<file path="src/rtl/miner_tx_sched_pkg.sv">
// miner_tx_sched_pkg: frame constants, scheduler state encoding and the frame byte builder.
package miner_tx_sched_pkg;
  localparam logic [7:0] HDR_DEF = 8'hA5;
  localparam logic [2:0] FRAME_LEN = 3'd7;
  localparam logic [2:0] ACK_LEN = 3'd1;
  localparam int IDX_W = 4;
  typedef enum logic [2:0] {IDLE, GRANT, STROBE, WAIT_BUSY, WAIT_DONE, NEXT} state_t;
  // Ack frames carry their single byte in the low nonce byte.
  function automatic logic [7:0] frame_byte(input logic [7:0] hdr, input logic ack, input logic [2:0] n,
                                            input logic [IDX_W-1:0] idx, input logic [31:0] nc);
    logic [7:0] ix;
    logic [7:0] b;
    ix = {{(8-IDX_W){1'b0}}, idx};
    case (n)
      3'd0: b = hdr;
      3'd1: b = ix;
      3'd2: b = nc[7:0];
      3'd3: b = nc[15:8];
      3'd4: b = nc[23:16];
      3'd5: b = nc[31:24];
      default: b = ix ^ nc[7:0] ^ nc[15:8] ^ nc[23:16] ^ nc[31:24];
    endcase
    return ack ? nc[7:0] : b;
  endfunction
endpackage

</file>
<file path="src/rtl/miner_tx_sched_rr_pick.sv">
// rr_pick: combinational round-robin pick, searching upward from last_grant+1 with wrap.
module rr_pick import miner_tx_sched_pkg::*; #(
  parameter int CORES = 1
) (
  input  logic [CORES-1:0] req,
  input  logic [IDX_W-1:0] last_grant,
  output logic             valid,
  output logic [IDX_W-1:0] index
);
  logic [IDX_W-1:0] w_c;
  // Walk the distance downward so the nearest requester after last_grant wins.
  always_comb begin
    valid = 1'b0;
    index = '0;
    w_c = '0;
    for (int k = CORES; k >= 1; k--) begin
      w_c = IDX_W'((32'(last_grant) + 32'(k)) % 32'(CORES));
      if (|(req & (CORES'(1) << w_c))) begin
        valid = 1'b1;
        index = w_c;
      end
    end
  end
endmodule

</file>
<file path="src/rtl/miner_tx_sched.sv">
// miner_tx_sched: serialises host acks and round-robin hash-core results into UART byte frames.
module miner_tx_sched import miner_tx_sched_pkg::*; #(
  parameter int         CORES = 1,
  parameter logic [7:0] HDR   = HDR_DEF
) (
  input  logic                  clk,
  input  logic                  rst_n,
  input  logic [CORES-1:0]      req,
  input  logic [32*CORES-1:0]   nonce,
  output logic [CORES-1:0]      gnt,
  input  logic                  ack_req,
  input  logic [7:0]            ack_byte,
  output logic                  ack_done,
  output logic                  transmit,
  output logic [7:0]            tx_byte,
  input  logic                  is_transmitting,
  output logic                  busy
);
  state_t           r_state;
  logic             r_ack;
  logic [2:0]       r_cnt;
  logic [IDX_W-1:0] r_idx;
  logic [IDX_W-1:0] r_last;
  logic [31:0]      r_nonce;
  logic [CORES-1:0] r_gnt;
  logic             r_ack_done;
  logic             r_tx;
  logic             r_busy;
  logic [7:0]       r_byte;
  logic             w_valid;
  logic [IDX_W-1:0] w_idx;
  logic [31:0]      w_nonce;
  logic             w_last;

  rr_pick #(.CORES(CORES)) u_pick (.req(req), .last_grant(r_last), .valid(w_valid), .index(w_idx));

  assign w_nonce  = 32'(nonce >> (32 * w_idx));
  assign w_last   = r_cnt == ((r_ack ? ACK_LEN : FRAME_LEN) - 3'd1);
  assign gnt      = r_gnt;
  assign ack_done = r_ack_done;
  assign transmit = r_tx;
  assign tx_byte  = r_byte;
  assign busy     = r_busy;

  // Selection is captured on the IDLE exit edge so gnt is visible during GRANT.
  always_ff @(posedge clk or negedge rst_n) begin
    if (!rst_n) begin
      r_state    <= IDLE;
      r_ack      <= 1'b0;
      r_cnt      <= '0;
      r_idx      <= '0;
      r_last     <= IDX_W'(CORES - 1);
      r_nonce    <= '0;
      r_gnt      <= '0;
      r_ack_done <= 1'b0;
      r_tx       <= 1'b0;
      r_busy     <= 1'b0;
      r_byte     <= '0;
    end else begin
      r_gnt      <= '0;
      r_ack_done <= 1'b0;
      r_tx       <= 1'b0;
      case (r_state)
        IDLE: if (ack_req) begin
          r_ack   <= 1'b1;
          r_nonce <= {24'd0, ack_byte};
          r_idx   <= '0;
          r_busy  <= 1'b1;
          r_state <= GRANT;
        end else if (w_valid) begin
          r_ack   <= 1'b0;
          r_nonce <= w_nonce;
          r_idx   <= w_idx;
          r_last  <= w_idx;
          r_gnt   <= CORES'(1) << w_idx;
          r_busy  <= 1'b1;
          r_state <= GRANT;
        end
        GRANT: begin
          r_cnt   <= '0;
          r_byte  <= frame_byte(HDR, r_ack, 3'd0, r_idx, r_nonce);
          r_tx    <= 1'b1;
          r_state <= STROBE;
        end
        STROBE: r_state <= WAIT_BUSY;
        WAIT_BUSY: if (is_transmitting) r_state <= WAIT_DONE;
        WAIT_DONE: if (!is_transmitting) begin
          r_ack_done <= r_ack & w_last;
          r_state    <= NEXT;
        end
        NEXT: if (w_last) begin
          r_busy  <= 1'b0;
          r_state <= IDLE;
        end else begin
          r_cnt   <= r_cnt + 3'd1;
          r_byte  <= frame_byte(HDR, r_ack, r_cnt + 3'd1, r_idx, r_nonce);
          r_tx    <= 1'b1;
          r_state <= STROBE;
        end
        default: r_state <= IDLE;
      endcase
    end
  end
endmodule
</file>
<file path="config.mk">
export PLATFORM = sky130hd
export DESIGN_NAME = miner_tx_sched
export DESIGN_NICKNAME = d
export VERILOG_FILES = /design/src/rtl/miner_tx_sched_pkg.sv /design/src/rtl/miner_tx_sched_rr_pick.sv /design/src/rtl/miner_tx_sched.sv
export SDC_FILE = /design/constraint.sdc
export NUM_CORES = 1
export LEC_CHECK = 0
export ABC_AREA = 0
export CORE_MARGIN = 3
export CORE_UTILIZATION = 51
export CTS_CLUSTER_DIAMETER = 100
export DETAILED_ROUTE_END_ITERATION = 8
export PLACE_DENSITY = 0.84
export SYNTH_ARGS = -nofsm -noshare
export SYNTH_HDL_FRONTEND = slang
export SYNTH_SLANG_ARGS = --single-unit
export TNS_END_PERCENT = 5
</file>
<file path="constraint.sdc">
create_clock -name clk -period 3 [get_ports clk]
set_clock_uncertainty 0.1 [all_clocks]
set_input_delay 0.6 -clock clk [delete_from_list [all_inputs] [get_ports clk]]
set_output_delay 0.6 -clock clk [all_outputs]
set_load 0.02 [all_outputs]
</file>
After elaboration in Yosys (flattened, before gate mapping) --
Index checks and enable logic that the tools add are counted.
Storage, ports and cells: register bits after elaboration 55, input bits 45, output and inout port bits 12, logic and storage cells 74
Operators by class: $add $sub $neg 2, equal/unequal tests 16, mux-type cells 32, bitwise gates (word level) 5, reductions and logical operators 9
Operators by type and width (number):
- 2-to-1 mux 32 bit | 2
- case mux 8 bit (6 select lines) | 1
- 2-to-1 mux 8 bit | 3
- XOR 8 bit | 3
- 2-to-1 mux 3 bit | 6
- case mux 3 bit (6 select lines) | 1
- case mux 8 bit (2 select lines) | 1
- == test 3 x 2 -> 1 bit (second input constant) | 4
- == test 3 bit (second input constant) | 4
- 2-to-1 mux 1 bit | 12
- 2-to-1 mux 4 bit | 2
- inequality test 2 bit (second input constant) | 4
- XOR 4 x 8 -> 8 bit | 1
- == test 3 x 1 -> 1 bit (second input constant) | 2
- zero test 3 bit | 2
- case mux 3 bit (2 select lines) | 1
- AND reduction 3 bit | 2
- nonzero test 2 bit | 3
- case mux 1 bit (2 select lines) | 2
- AND reduction 2 bit | 2
- adder 3 x 1 -> 3 bit (second input constant) | 1
- == test 3 bit | 1
- inequality test 3 x 2 -> 1 bit (second input constant) | 1
- subtractor 3 x 1 -> 3 bit (second input constant) | 1
- 2 further kinds | 2

Logic depth before layout (Yosys ltp) --
depth in word-level cells 8, gate-level depth with buffers 7, depth with buffers taken out 6

Modules after synthesis --
A second synthesis with hierarchy kept.
Second synthesis, totals: cells, all modules 266, area total of the unflattened synthesis 3024.2 um^2
Modules (own cells, without submodules):
- miner_tx_sched | instances 1, cells an instance 260, area each 2982.9 um^2, seq. area each 1476.4 um^2
- rr_pick | instances 1, cells an instance 6, area each 41.3 um^2, seq. area each 0.0 um^2

Worst setup path before layout --
No wires, ideal clock.
kind reg2reg, start register r_cnt[0], end register r_byte[7] (netlist: tx_byte[7]), library setup time 0.104 ns, arrival time 1.881 ns, required time 2.796 ns, slack 0.916 ns, cell stages (with the launch flop) 8, path buffers 1, clock period less this slack 2.084 ns, path through dfrtp_1 > inv_1 > ha_1 > buf_6 > or2_0 > a211oi_4 > a221oi_1 > a221oi_1
Between the ends: cells in the longest elaborated chain, start to end 6, elaborated cells on any way between the ends 14, those cells by class add/sub: 1; eq/ne: 7; mux: 4; reduce/logical: 2
RTL lines:
- from (decl) | RTL line miner_tx_sched.sv:21 | logic [2:0] r_cnt;
- from (signal assigned) | RTL line miner_tx_sched.sv:95 | r_cnt <= r_cnt + 3'd1;
- adder 3 x 1 -> 3 bit | RTL line miner_tx_sched.sv:96 | r_byte <= frame_byte(HDR, r_ack, r_cnt + 3'd1, r_idx, r_nonce);
- == test 3 bit, or another cell as far along | RTL line miner_tx_sched_pkg.sv:14 | case (n)
- case mux 8 bit (6 select lines) | RTL line miner_tx_sched_pkg.sv:14
- 2-to-1 mux 8 bit | RTL line miner_tx_sched_pkg.sv:23 | return ack ? nc[7:0] : b;
- 2-to-1 mux 8 bit | RTL line miner_tx_sched.sv:91 | NEXT: if (w_last) begin
- case mux 8 bit (2 select lines) | RTL line miner_tx_sched.sv:63 | case (r_state)
- to (signal assigned) | RTL line miner_tx_sched.sv:81 | r_byte <= frame_byte(HDR, r_ack, 3'd0, r_idx, r_nonce);
- to (signal assigned) | RTL line miner_tx_sched.sv:96
- to (decl) | RTL line miner_tx_sched.sv:29 | logic [7:0] r_byte;
Parallel ways exist; a longest one is shown, timed or not. The select of a mux whose other input is x is not followed. A chain may end at the register's enable or synchronous reset.

Worst setup path in the final report --
start register r_cnt[0], end register r_byte[0] (netlist: tx_byte[0])
Same word-level chain as after synthesis.

==> impl_metrics.toml <==
[finish]
register_area_mm2 = 0.00128
n_antenna_cell = 0
finalNetCount = 349
fillers = 385
multiInputGateArea_mm2 = 0.00133
drive_gt1_frac = 0.0733
syn2layout_area_growth_pct = 25.1

[power_and_ir_drop]
p_per_area_mw_per_mm2 = 952
power.total_mw = 3.22
vdd_drop_max_v = 0.000493
p_leak_nw = 1.47

[detailed_routing]
first_pass_iters = 4
viasPerCell = 5.89
first_iter_violations = 205
wirelength_um = 6230
route.vias.total = 2163
wl_per_cell_um = 17.0
drcViolationCount = 0
antenna_left = 0

[synthesis]
yosys_warnings = 0
yosys.area.top_type_share = 0.472
synthTopCellsByCount = "dfrtp_1, a22o_1, nand2_1"
synth_area_mm2 = 0.00271
synth.distinct_cells = 46
syn_avg_cell_area_um2 = 10.9
synth_nets = 298
synth_edf_count = 0
netlist_instances = 248
synth.area.top_cells = "dfrtp_1, a22o_1, xnor2_1, a22oi_1, mux2i_1"
ys_ff_latch = 51
synth.yosys.seq_area_share = 0.472
async_reset_ff_frac = 1.00
yosys.area.top_type = "dfrtp_1"
synth.most_common_cell = "dfrtp_1"
synthFlopType = "dfrtp_1"

[critical_path]
crit_type = "reg2reg"
path_depth = 6
endpoint_kind = "register"
crit-reg2reg-launch = "r_cnt[0]"
r2r_slack_ps = 580
start_kind = "register"
cpMaxStageDelayCell = "dfrtp_1"
worst-path-max-fanout = 10
slowest_delay_ps = 540
path_buf_inv = 1
crit_start = "r_cnt[0]"
critical_path.cell_chain = "inv_1 > ha_1 > or2_0 > a211oi_4 > a22oi_1 > a221oi_1"
worst_ep_arrival_time_ps = 2520
cp.required_ps = 3100
cp_top_family = "compound AO/OA/AOI/OAI gates"
ff2ff_path_depth = 6

[grt]
grt_pass1_wl_um = 10300
antenna_found_initial = 0
grt_max_degree = 42
grt_pass1_vias = 2183
grt_use_total = 0.209
gr-total-overflow = 0

[die]
initial_utilization = 0.551
io_pins = 57
dieArea_mm2 = 0.00621
dieWidth_um = 78.8
core_mm2 = 0.00491
die_h_um = 78.8
rows = 25

[placed_design]
portBuffers = 56
dp_hpwl_um = 4540
gp_congestion = 0.915

[timing]
drv_slew = 0
worst_pin_slew_ps = 974
hold_viol = 0
tns_ps = 0
hold_slack_ps = 162
max_freq_mhz = 414
setup_viol = 0
fin_crit_sh = 0.805
relSlewSlack = 0.350
layout_min_cycle_time_ps = 2420
rsz0062_at_grt = "false"

[clock_tree]
cts_made_buffers = 5
ctsHoldBuffers = 0
postCtsSetupRepairBufs = 0
cts_max_level = 2
cts.sinks = 51
cts-resized-gates = 0
clockRootBuffer = "clkbuf_8"
cts_tree = "yes"
clkTransAtPathRegs_ps = 100
cts_buffer_depth = 2
insertion_delay_ps = 310

[status]
status = "finished, final reports clean"

[run]
cap_violations = 0

[worst_hold_path]
hold_path_class = "in2async"
-- kinds of logic (layout without fill, tap and decap cells) --
family | after synthesis | in the layout | synth area share
AOI/OAI and AO/OA | 88 | 88 | 0.256
DFF | 51 | 51 | 0.472
and+or+nand+nor | 48 | 48 | 0.0934
xor gates and xnor gates | 25 | 25 | 0.0837
buffers and inverters | 22 | 74 | 0.0384
muxes | 9 | 9 | 0.0333
adders and majority gates | 5 | 5 | 0.0231
-- worst reg2reg max path, stage by stage (launching register included) --
cell and delay (ps):
dfrtp_1 540, inv_1 110, ha_1 320, or2_0 300
a211oi_4 440, a22oi_1 170, a221oi_1 320
-- routing by layer --
metal | vias up | part of all wire | GRT usage
met5 | - | 0 | 0
met4 | 0 | 0.023 | 0.0842
met3 | 13 | 0.047 | 0.0351
met2 | 73 | 0.48 | 0.343
met1 | 1044 | 0.45 | 0.277
li1 | 1033 | - | -
-- placed cells by master (no fill, tap or decap), drive strengths merged, types with 2 or more instances in the layout --
cell | synthesis | final
clkdlybuf4s50 | 0 | 55
nand2 | 24 | 24
dfrtp | 51 | 51
o211ai | 4 | 4
a211oi | 2 | 2
a221oi | 5 | 5
xor2 | 8 | 8
buf | 8 | 6
nor2 | 4 | 4
o21ai | 17 | 17
clkinv | 0 | 3
a22oi | 15 | 15
a22o | 26 | 26
a21oi | 5 | 5
inv | 5 | 5
nand4 | 4 | 4
clkbuf | 9 | 5
nor2b | 5 | 5
xnor2 | 17 | 17
a221o | 7 | 7
mux2i | 9 | 9
ha | 5 | 5
-- per-stage QoR --
stage / instances / instance area (µm²) / util / setup slack [ps]
6_report: 367 / 3380 / 0.689 / 584
3_3_place_gp: 359 / 3300 / 0.672 / 600
2_1_floorplan: 248 / 2710 / - / 916
4_1_cts: 367 / 3380 / 0.689 / 610
3_5_place_dp: 359 / 3300 / 0.672 / 545
5_1_grt: 367 / 3380 / 0.689 / 406
-- cell type report --
| type | count | share of cell area |
|---|---|---|
| multi-input cells | 175 | 0.393 |
| flip-flops and latches | 51 | 0.377 |
| repair buffers | 61 | 0.175 |
| well taps | 67 | 0.0248 |
| clock buffers | 5 | 0.0203 |
| inverters | 5 | 0.00555 |
| clock inverters | 3 | 0.00444 |
-- registers in the layout, indices dropped and copies added (netlist names) --
name and flops:
r_ack 1, r_state 3, transmit 1, busy 1
gnt 1, ack_done 1, tx_byte 8, r_cnt 3
r_nonce 32
-- report_power, final --
group	switching, mW	internal [mW]
Combinational	0.703	0.748
Clock	0.231	0.160
Sequential	0.385	0.993
-- worst paths after layout --
| kind | endpoint |
|---|---|
| setup / recovery | tx_byte[0] |
| hold / removal | busy |
| setup reg to reg | tx_byte[0] |
| hold reg to reg | busy |
| max in group asynchronous | r_nonce[29] |
| min in group clk | busy |
Note: power is estimated with default switching activity, not from simulation.
